[config.mk]
export PLATFORM = sky130hd
export DESIGN_NAME = bytecode_mem_arbiter_flat
export DESIGN_NICKNAME = d
export VERILOG_FILES = /design/src/rtl/bytecode_mem_arbiter_if.sv /design/src/rtl/bytecode_mem_arbiter.sv /design/src/flat_wrapper.sv
export SDC_FILE = /design/constraint.sdc
export NUM_CORES = 1
export LEC_CHECK = 0
export BUFFER_PORTS_ARGS = -buffer_cell sky130_fd_sc_hd__buf_4
export CORE_MARGIN = 4
export CORE_UTILIZATION = 24
export CTS_CLUSTER_DIAMETER = 80
export DETAILED_ROUTE_END_ITERATION = 6
export PLACE_DENSITY_LB_ADDON = 0.3
export SYNTH_ARGS = -nofsm -noshare
export SYNTH_HDL_FRONTEND = slang
export SYNTH_SLANG_ARGS = --single-unit
[constraint.sdc]
create_clock -name clk -period 1.17 [get_ports clk]
set_input_delay 0.117 -clock clk [delete_from_list [all_inputs] [get_ports clk]]
set_output_delay 0.117 -clock clk [all_outputs]
set_load 0.02 [all_outputs]
[src/rtl/bytecode_mem_arbiter_if.sv]
// Bundle of the fetch, loader and bytecode-RAM signals around the memory arbiter.
// Handshake: a requester holds req (and its address/data) until it sees gnt=1 in the same cycle.
// That cycle consumes the request. Read data returns later on the requester's rvalid and has no backpressure.
interface bytecode_mem_arbiter_if #(
  parameter int ADDR_W = 12,
  parameter int DATA_W = 8
);
  logic              f_req;
  logic [ADDR_W-1:0] f_addr;
  logic              f_gnt;
  logic [DATA_W-1:0] f_rdata;
  logic              f_rvalid;

  logic              l_req;
  logic              l_we;
  logic              l_lock;
  logic [ADDR_W-1:0] l_addr;
  logic [DATA_W-1:0] l_wdata;
  logic              l_gnt;
  logic [DATA_W-1:0] l_rdata;
  logic              l_rvalid;

  logic              mem_en;
  logic              mem_we;
  logic [ADDR_W-1:0] mem_addr;
  logic [DATA_W-1:0] mem_wdata;
  logic [DATA_W-1:0] mem_rdata;

  // Arbitration state for checkers: 0 = fetch was last granted, 1 = loader.
  logic              dbg_last_owner;

  modport slave (
    input  f_req, f_addr, l_req, l_we, l_lock, l_addr, l_wdata, mem_rdata,
    output f_gnt, f_rdata, f_rvalid, l_gnt, l_rdata, l_rvalid,
           mem_en, mem_we, mem_addr, mem_wdata, dbg_last_owner
  );

  modport master (
    output f_req, f_addr, l_req, l_we, l_lock, l_addr, l_wdata, mem_rdata,
    input  f_gnt, f_rdata, f_rvalid, l_gnt, l_rdata, l_rvalid,
           mem_en, mem_we, mem_addr, mem_wdata, dbg_last_owner
  );
endinterface

[src/rtl/bytecode_mem_arbiter.sv]
// Round-robin arbiter sharing the single-port bytecode RAM between fetch and loader.
// It has a loader bus lock and a fixed-latency read-return pipeline.
module bytecode_mem_arbiter #(
  parameter int ADDR_W = 12,
  parameter int DATA_W = 8,
  parameter int RD_LAT = 1
) (
  input  logic                  clk,
  input  logic                  rst,
  bytecode_mem_arbiter_if.slave bus
);

  typedef enum logic {
    OWN_FETCH  = 1'b0,
    OWN_LOADER = 1'b1
  } owner_t;

  owner_t              r_last_owner;
  owner_t              w_next_owner;
  logic                w_f_gnt;
  logic                w_l_gnt;
  logic                w_rd;
  logic [RD_LAT-1:0]   r_pipe_vld;
  logic [RD_LAT-1:0]   r_pipe_own;
  logic                w_out_vld;
  logic                w_out_own;

  // Grants are gated by rst so nothing reaches the RAM while reset is held.
  always_comb begin
    w_f_gnt      = 1'b0;
    w_l_gnt      = 1'b0;
    w_next_owner = r_last_owner;
    if (!rst) begin
      if (bus.l_lock) begin
        w_l_gnt = bus.l_req;
      end else if (bus.f_req && bus.l_req) begin
        if (r_last_owner == OWN_LOADER) w_f_gnt = 1'b1;
        else                            w_l_gnt = 1'b1;
      end else begin
        w_f_gnt = bus.f_req;
        w_l_gnt = bus.l_req;
      end
    end
    if (w_f_gnt)      w_next_owner = OWN_FETCH;
    else if (w_l_gnt) w_next_owner = OWN_LOADER;
  end

  always_ff @(posedge clk or posedge rst) begin
    if (rst) r_last_owner <= OWN_LOADER;
    else     r_last_owner <= w_next_owner;
  end

  assign w_rd = w_f_gnt | (w_l_gnt & ~bus.l_we);

  // Stage 0 captures the read issued this cycle; the last stage lines up with mem_rdata.
  always_ff @(posedge clk or posedge rst) begin
    if (rst) begin
      r_pipe_vld <= '0;
      r_pipe_own <= '0;
    end else begin
      r_pipe_vld[0] <= w_rd;
      r_pipe_own[0] <= w_l_gnt;
      for (int i = 1; i < RD_LAT; i++) begin
        r_pipe_vld[i] <= r_pipe_vld[i-1];
        r_pipe_own[i] <= r_pipe_own[i-1];
      end
    end
  end

  assign w_out_vld = r_pipe_vld[RD_LAT-1];
  assign w_out_own = r_pipe_own[RD_LAT-1];

  assign bus.f_gnt          = w_f_gnt;
  assign bus.l_gnt          = w_l_gnt;
  assign bus.mem_en         = w_f_gnt | w_l_gnt;
  assign bus.mem_we         = w_l_gnt & bus.l_we;
  assign bus.mem_addr       = w_l_gnt ? bus.l_addr : bus.f_addr;
  assign bus.mem_wdata      = (w_l_gnt & bus.l_we) ? bus.l_wdata : '0;
  assign bus.f_rvalid       = w_out_vld & ~w_out_own;
  assign bus.l_rvalid       = w_out_vld & w_out_own;
  assign bus.f_rdata        = (w_out_vld & ~w_out_own) ? bus.mem_rdata : '0;
  assign bus.l_rdata        = (w_out_vld & w_out_own) ? bus.mem_rdata : '0;
  assign bus.dbg_last_owner = r_last_owner;

endmodule

[src/flat_wrapper.sv]
// flat-port wrapper written by rule: the top's interface ports become plain ports
module bytecode_mem_arbiter_flat 
#(
  parameter int ADDR_W = 12,
  parameter int DATA_W = 8,
  parameter int RD_LAT = 1
)
  (clk, rst, bus_f_req, bus_f_addr, bus_l_req, bus_l_we, bus_l_lock, bus_l_addr, bus_l_wdata, bus_mem_rdata, bus_f_gnt, bus_f_rdata, bus_f_rvalid, bus_l_gnt, bus_l_rdata, bus_l_rvalid, bus_mem_en, bus_mem_we, bus_mem_addr, bus_mem_wdata, bus_dbg_last_owner);
  bytecode_mem_arbiter_if #(.ADDR_W(ADDR_W), .DATA_W(DATA_W)) bus_i ();
  input  logic clk;
  input  logic rst;
  input wire logic [$bits(bus_i.f_req)-1:0] bus_f_req;
  input wire logic [$bits(bus_i.f_addr)-1:0] bus_f_addr;
  input wire logic [$bits(bus_i.l_req)-1:0] bus_l_req;
  input wire logic [$bits(bus_i.l_we)-1:0] bus_l_we;
  input wire logic [$bits(bus_i.l_lock)-1:0] bus_l_lock;
  input wire logic [$bits(bus_i.l_addr)-1:0] bus_l_addr;
  input wire logic [$bits(bus_i.l_wdata)-1:0] bus_l_wdata;
  input wire logic [$bits(bus_i.mem_rdata)-1:0] bus_mem_rdata;
  output wire logic [$bits(bus_i.f_gnt)-1:0] bus_f_gnt;
  output wire logic [$bits(bus_i.f_rdata)-1:0] bus_f_rdata;
  output wire logic [$bits(bus_i.f_rvalid)-1:0] bus_f_rvalid;
  output wire logic [$bits(bus_i.l_gnt)-1:0] bus_l_gnt;
  output wire logic [$bits(bus_i.l_rdata)-1:0] bus_l_rdata;
  output wire logic [$bits(bus_i.l_rvalid)-1:0] bus_l_rvalid;
  output wire logic [$bits(bus_i.mem_en)-1:0] bus_mem_en;
  output wire logic [$bits(bus_i.mem_we)-1:0] bus_mem_we;
  output wire logic [$bits(bus_i.mem_addr)-1:0] bus_mem_addr;
  output wire logic [$bits(bus_i.mem_wdata)-1:0] bus_mem_wdata;
  output wire logic [$bits(bus_i.dbg_last_owner)-1:0] bus_dbg_last_owner;
  assign bus_i.f_req = bus_f_req;
  assign bus_i.f_addr = bus_f_addr;
  assign bus_i.l_req = bus_l_req;
  assign bus_i.l_we = bus_l_we;
  assign bus_i.l_lock = bus_l_lock;
  assign bus_i.l_addr = bus_l_addr;
  assign bus_i.l_wdata = bus_l_wdata;
  assign bus_i.mem_rdata = bus_mem_rdata;
  assign bus_f_gnt = bus_i.f_gnt;
  assign bus_f_rdata = bus_i.f_rdata;
  assign bus_f_rvalid = bus_i.f_rvalid;
  assign bus_l_gnt = bus_i.l_gnt;
  assign bus_l_rdata = bus_i.l_rdata;
  assign bus_l_rvalid = bus_i.l_rvalid;
  assign bus_mem_en = bus_i.mem_en;
  assign bus_mem_we = bus_i.mem_we;
  assign bus_mem_addr = bus_i.mem_addr;
  assign bus_mem_wdata = bus_i.mem_wdata;
  assign bus_dbg_last_owner = bus_i.dbg_last_owner;
  bytecode_mem_arbiter #(.ADDR_W(ADDR_W), .DATA_W(DATA_W), .RD_LAT(RD_LAT)) u_core (.clk(clk), .rst(rst), .bus(bus_i));
endmodule
# Yosys cells after proc, flatten, opt, wreduce, memory -nomap -nowiden
# Index checks and enable logic that the tools add are counted.
# word_totals
ff_bits,3
in_bits,46
out_inout_bits,43
word_cells,27
# op_classes
muxes,14
n_bitwise,8
reduce_logical,2
# op_table
operator,count
2-to-1 mux 8 bit,3
2-to-1 mux 12 bit,1
2-to-1 mux 1 bit,10
AND 1 bit,4
inverter 1 bit,2
bitwise OR 1 bit,2
nonzero test 2 bit,1
logical AND 1 bit,1

# Logic depth before layout (Yosys ltp)
# logic_depth
ltp_word,6
ltp_mapped,4
depth_no_buf,3

# Least setup slack after synthesis
# No wires, ideal clock.
# synth_timing
kind,reg2out
start,register u_core.r_last_owner (netlist: u_core.bus.dbg_last_owner)
end,output port bus_mem_addr[3]
arrival_ns,1.288
required_time_ns,1.053
path_slack_ns,-0.235
stages_incl_launch_ff,5
path_buffers,1
path_cell_list,dfstp_2 nand3b_4 nand2_4 buf_6 mux2_4
# synth_between
elab_chain_cells,5
# synth_lines
item,line_no,text
from (decl),bytecode_mem_arbiter.sv:18,owner_t r_last_owner;
from (signal assigned),bytecode_mem_arbiter.sv:50,else r_last_owner <= w_next_owner;
2-to-1 mux 1 bit,bytecode_mem_arbiter.sv:37,if (r_last_owner == OWN_LOADER) w_f_gnt = 1'b1;
2-to-1 mux 1 bit,bytecode_mem_arbiter.sv:36,end else if (bus.f_req && bus.l_req) begin
2-to-1 mux 1 bit,bytecode_mem_arbiter.sv:34,if (bus.l_lock) begin
2-to-1 mux 1 bit,bytecode_mem_arbiter.sv:33,if (!rst) begin
2-to-1 mux 12 bit,bytecode_mem_arbiter.sv:77,assign bus.mem_addr = w_l_gnt ? bus.l_addr : bus.f_addr;
to (decl),flat_wrapper.sv:28,output wire logic [$bits(bus_i.mem_addr)-1:0] bus_mem_addr;
# No other way between the ends.

# Final worst setup path
# layout_timing
start,register u_core.r_last_owner (netlist: u_core.bus.dbg_last_owner)
end,output port bus_mem_addr[0]
# The elaborated chain is that of the path after synthesis.

==> summary.txt <==
GRT
  • Busiest grt layer: met2
  • Remaining Overflow, GRT: 0
  • Vias in the first global route: just under 900
  • Largest net degree at the start of global routing: 10
  • Grt met1 use: approximately 17%
  • GRT Overall Usage: approximately 19%
  • Initial antenna violation count: 0
  • Met2 usage: between 30% and 40%
  • Global-route wire length before repair: between 3000 and 4000 um
  • Met3 usage: about a tenth

Run status
  • Failing checks: negative setup slack
  • Outcome: finished with violations

Timing
  • Max transition margin: about four fifths
  • Worst Setup Slack, final: -0.4832 ns
  • Fin crit period: around 1.7 ns
  • Slew Limit Fails: 0
  • FMAX: between 0.6 and 0.7 GHz
  • Worst Tran Pin Value: around 0.29 ns
  • Crit share post-route: 141.3%
  • Worst Clk Skew: ~0.003 ns
  • RSZ-0062 raised after global routing: yes
  • Final Setup Violations: 44
  • Final hold violation count: 0

Route
  • Starting DRT DRC Count: 1
  • DRC viols: 0
  • TritonRoute pass-1 iters: 2
  • Drt wl/cell: about 15 um
  • Vias per inst: approximately 4.4
  • Total number of vias: slightly above 800
  • Antenna Violating Nets Remaining: 0
  • Total Wirelength: about 2700 um

Place
  • Port Buffer Count: 88
  • Placed standard-cell area: around 1200 um2
  • Place WS: -0.2897 ns
  • Routability congestion estimate: ~0.62

Cells and area
  • Area growth from synthesis to layout: 217.0%
  • Fillcell total: roughly 120
  • Flip-flop and latch area: 77.57 um2
  • Share of cells above drive strength 1: 94.23%
  • Final #Nets: about 200
  • Final Cell Area: ~1600 um2
  • Diode count: 0
  • Multi-input gate area: ~570 um2

Synth
  • FFs w/ async S/R, synth: 100.0%
  • Ys flop type: dfrtp_1
  • Most frequent cell after synthesis: and2_1
  • Number of synthesized register bits: 3
  • Mapped Area: 515.5 um2
  • Yosys warns: 0
  • Synth top area cells: and2_1 21%, mux2_4 20%, and3_1 11%
  • Post-Synthesis Cells: 56
  • Area leader, netlist: and2_1
  • Count of different cell masters after synthesis: 19
  • List of most frequent post-synthesis cells: 17 x and2_1, 9 x and3_1, 7 x mux2_4
  • Share of the synthesized area in the top cell type: between 20 and 25%
  • Syn nets: 102
  • Seq/Total Area, Yosys: ~15%
  • Post-synth EDFFs: 0
  • Syn avg cell area: slightly above 9 um2

Pwr
  • Clk pwr share: between 10% and 20%
  • Leak: between 0.8 and 0.9 nW
  • Maximum vdd drop: 436.4 uV
  • Reg power frac: a little over an eighth
  • P_sw: 331.8 uW
  • Pint: around 630 uW
  • Pwr Density: roughly 590 nW/um2
  • Combinational share of power: approximately 66%
  • Sw frac: between 30 and 40%

CTS
  • Clock-pin slew on the worst setup and hold paths: 0.04 ns
  • H-Tree Depth: 1
  • CTS tree: done
  • Inserted Clock Buffers: 3
  • Root buf cell: clkbuf_4
  • Clk sink count: 3
  • Clk_lat worst skew: between 0.2 and 0.25 ns
  • Clk buf depth: 2

Floorplanning
  • I/O Pins: about 90
  • Die height: 54.35 um
  • Core area: between 2000 and 2500 um2
  • Initial core utilization: between 20 and 30%
  • Die ar.: 2953 um2
  • Die width: roughly 54 um
  • Row Count: 16

Critical path
  • Setup CP Type: flip-flop to output pin
  • Crit path arrival time: roughly 1.5 ns
  • Critical Path RT: between 1 and 1.5 ns
  • CP Capture Type: output pin
  • Critical Path Fanout Max: 7
  • Critical path startpoint category: flip-flop

Min path
  • Hold Crit Class: input pin to flip-flop

Run
  • MaxCap Viol Count: 0
## path summary, 6_finish.rpt
path	from	to	slack [ns]	depth (start not counted)
max in group asynchronous	rst	u_core.bus.dbg_last_owner	0.62	3
hold / removal	bus_l_we	u_core.r_pipe_vld	0.07	2
setup reg to reg	u_core.bus.dbg_last_owner	u_core.r_pipe_vld	-0.07	5
min in group asynchronous	rst	u_core.r_pipe_vld	0.33	3
setup / recovery	u_core.bus.dbg_last_owner	bus_mem_addr[0]	-0.48	4
hold reg to reg	u_core.bus.dbg_last_owner	u_core.bus.dbg_last_owner	0.68	2
## what timing repair did
item | in CTS | in global routing
setup buffers | 2 | 2
setup endpoints to repair | 43 | 46
resized for setup | 73 | 11
hold buffers | 1 | 0
endpoints found under the hold margin | 3 | 0
pin swaps | 9 | 9
cloned | 3 | 0
## power groups by stage
stage                     combinational (mW)  clock [mW]  sequential (mW)
after floorplan                        0.224           0            0.138
after global placement                 0.478           0            0.125
after detailed placement               0.485           0            0.126
after CTS                              0.612       0.196            0.130
after global routing                   0.675       0.198            0.135
final                                  0.638       0.191            0.132
## layout by cell type (no fill, tap or decap)
cell type	netlist	final
and2_4	0	17
and3_4	0	9
buf_4	0	47
buf_6	1	49
clkbuf_1	1	1
clkbuf_4	0	3
dfrtp_1	2	1
dfrtp_2	0	1
dfstp_2	1	1
dlygate4sd3_1	0	1
inv_1	3	2
inv_4	0	1
mux2_4	7	12
nand2_1	1	1
nand2_8	0	2
nand3b_4	1	1
nand4b_1	1	1
nor2b_4	1	3
o21a_1	1	1
o21ai_2	0	1
or2b_1	1	1
## worst max-delay path, cell delays in order (launching register included)
cell,delay [ns]
dfstp_2,0.56
nand3b_4,0.15
nand2_8,0.14
mux2_4,0.31
buf_6,0.13
## cell families after synthesis
group / share of synthesized area (%)
mux: 31.31
simple gates: 45.39
buf+inv: 6.066
compound gates: 2.427
flops: 14.81
## registers in the layout (all words and copies together) (netlist names)
register                   flops
u_core.r_pipe_own              1
u_core.r_pipe_vld              1
u_core.bus.dbg_last_owner      1
## stage by stage
step / hold WS (ns) / std cells / setup TNS, ns / util [%] / power [mW]
4_1_cts: 0.05420 / 182 / -11.39 / 79.56 / 0.9375
3_5_place_dp: 0.02637 / 172 / -5.187 / 61.94 / 0.6109
3_3_place_gp: 0.02760 / 172 / -4.475 / 61.94 / 0.6039
6_report: 0.07067 / 183 / -11.69 / 81.63 / 0.9617
5_1_grt: 0.07036 / 183 / -13.56 / 81.63 / 1.008
2_1_floorplan: -0.1219 / 56 / -3.347 / - / 0.3615
## metal layers
layer  vias to the layer above  routed length (um)
met2                        67                1407
met3                         2                 465
met4                         0                  20
met1                       351                 804
met5                         -                   0
li1                        392                   -
## layout make-up
class,count,share of cell area (%)
Timing Repair Buffer,97,55.97
Sequential cell,3,4.747
Tap cell,27,2.067
Multi-Input combinational cell,49,34.76
Inverter,3,0.8423
Clock buffer,4,1.608
Power figures use the tool's default switching activity.
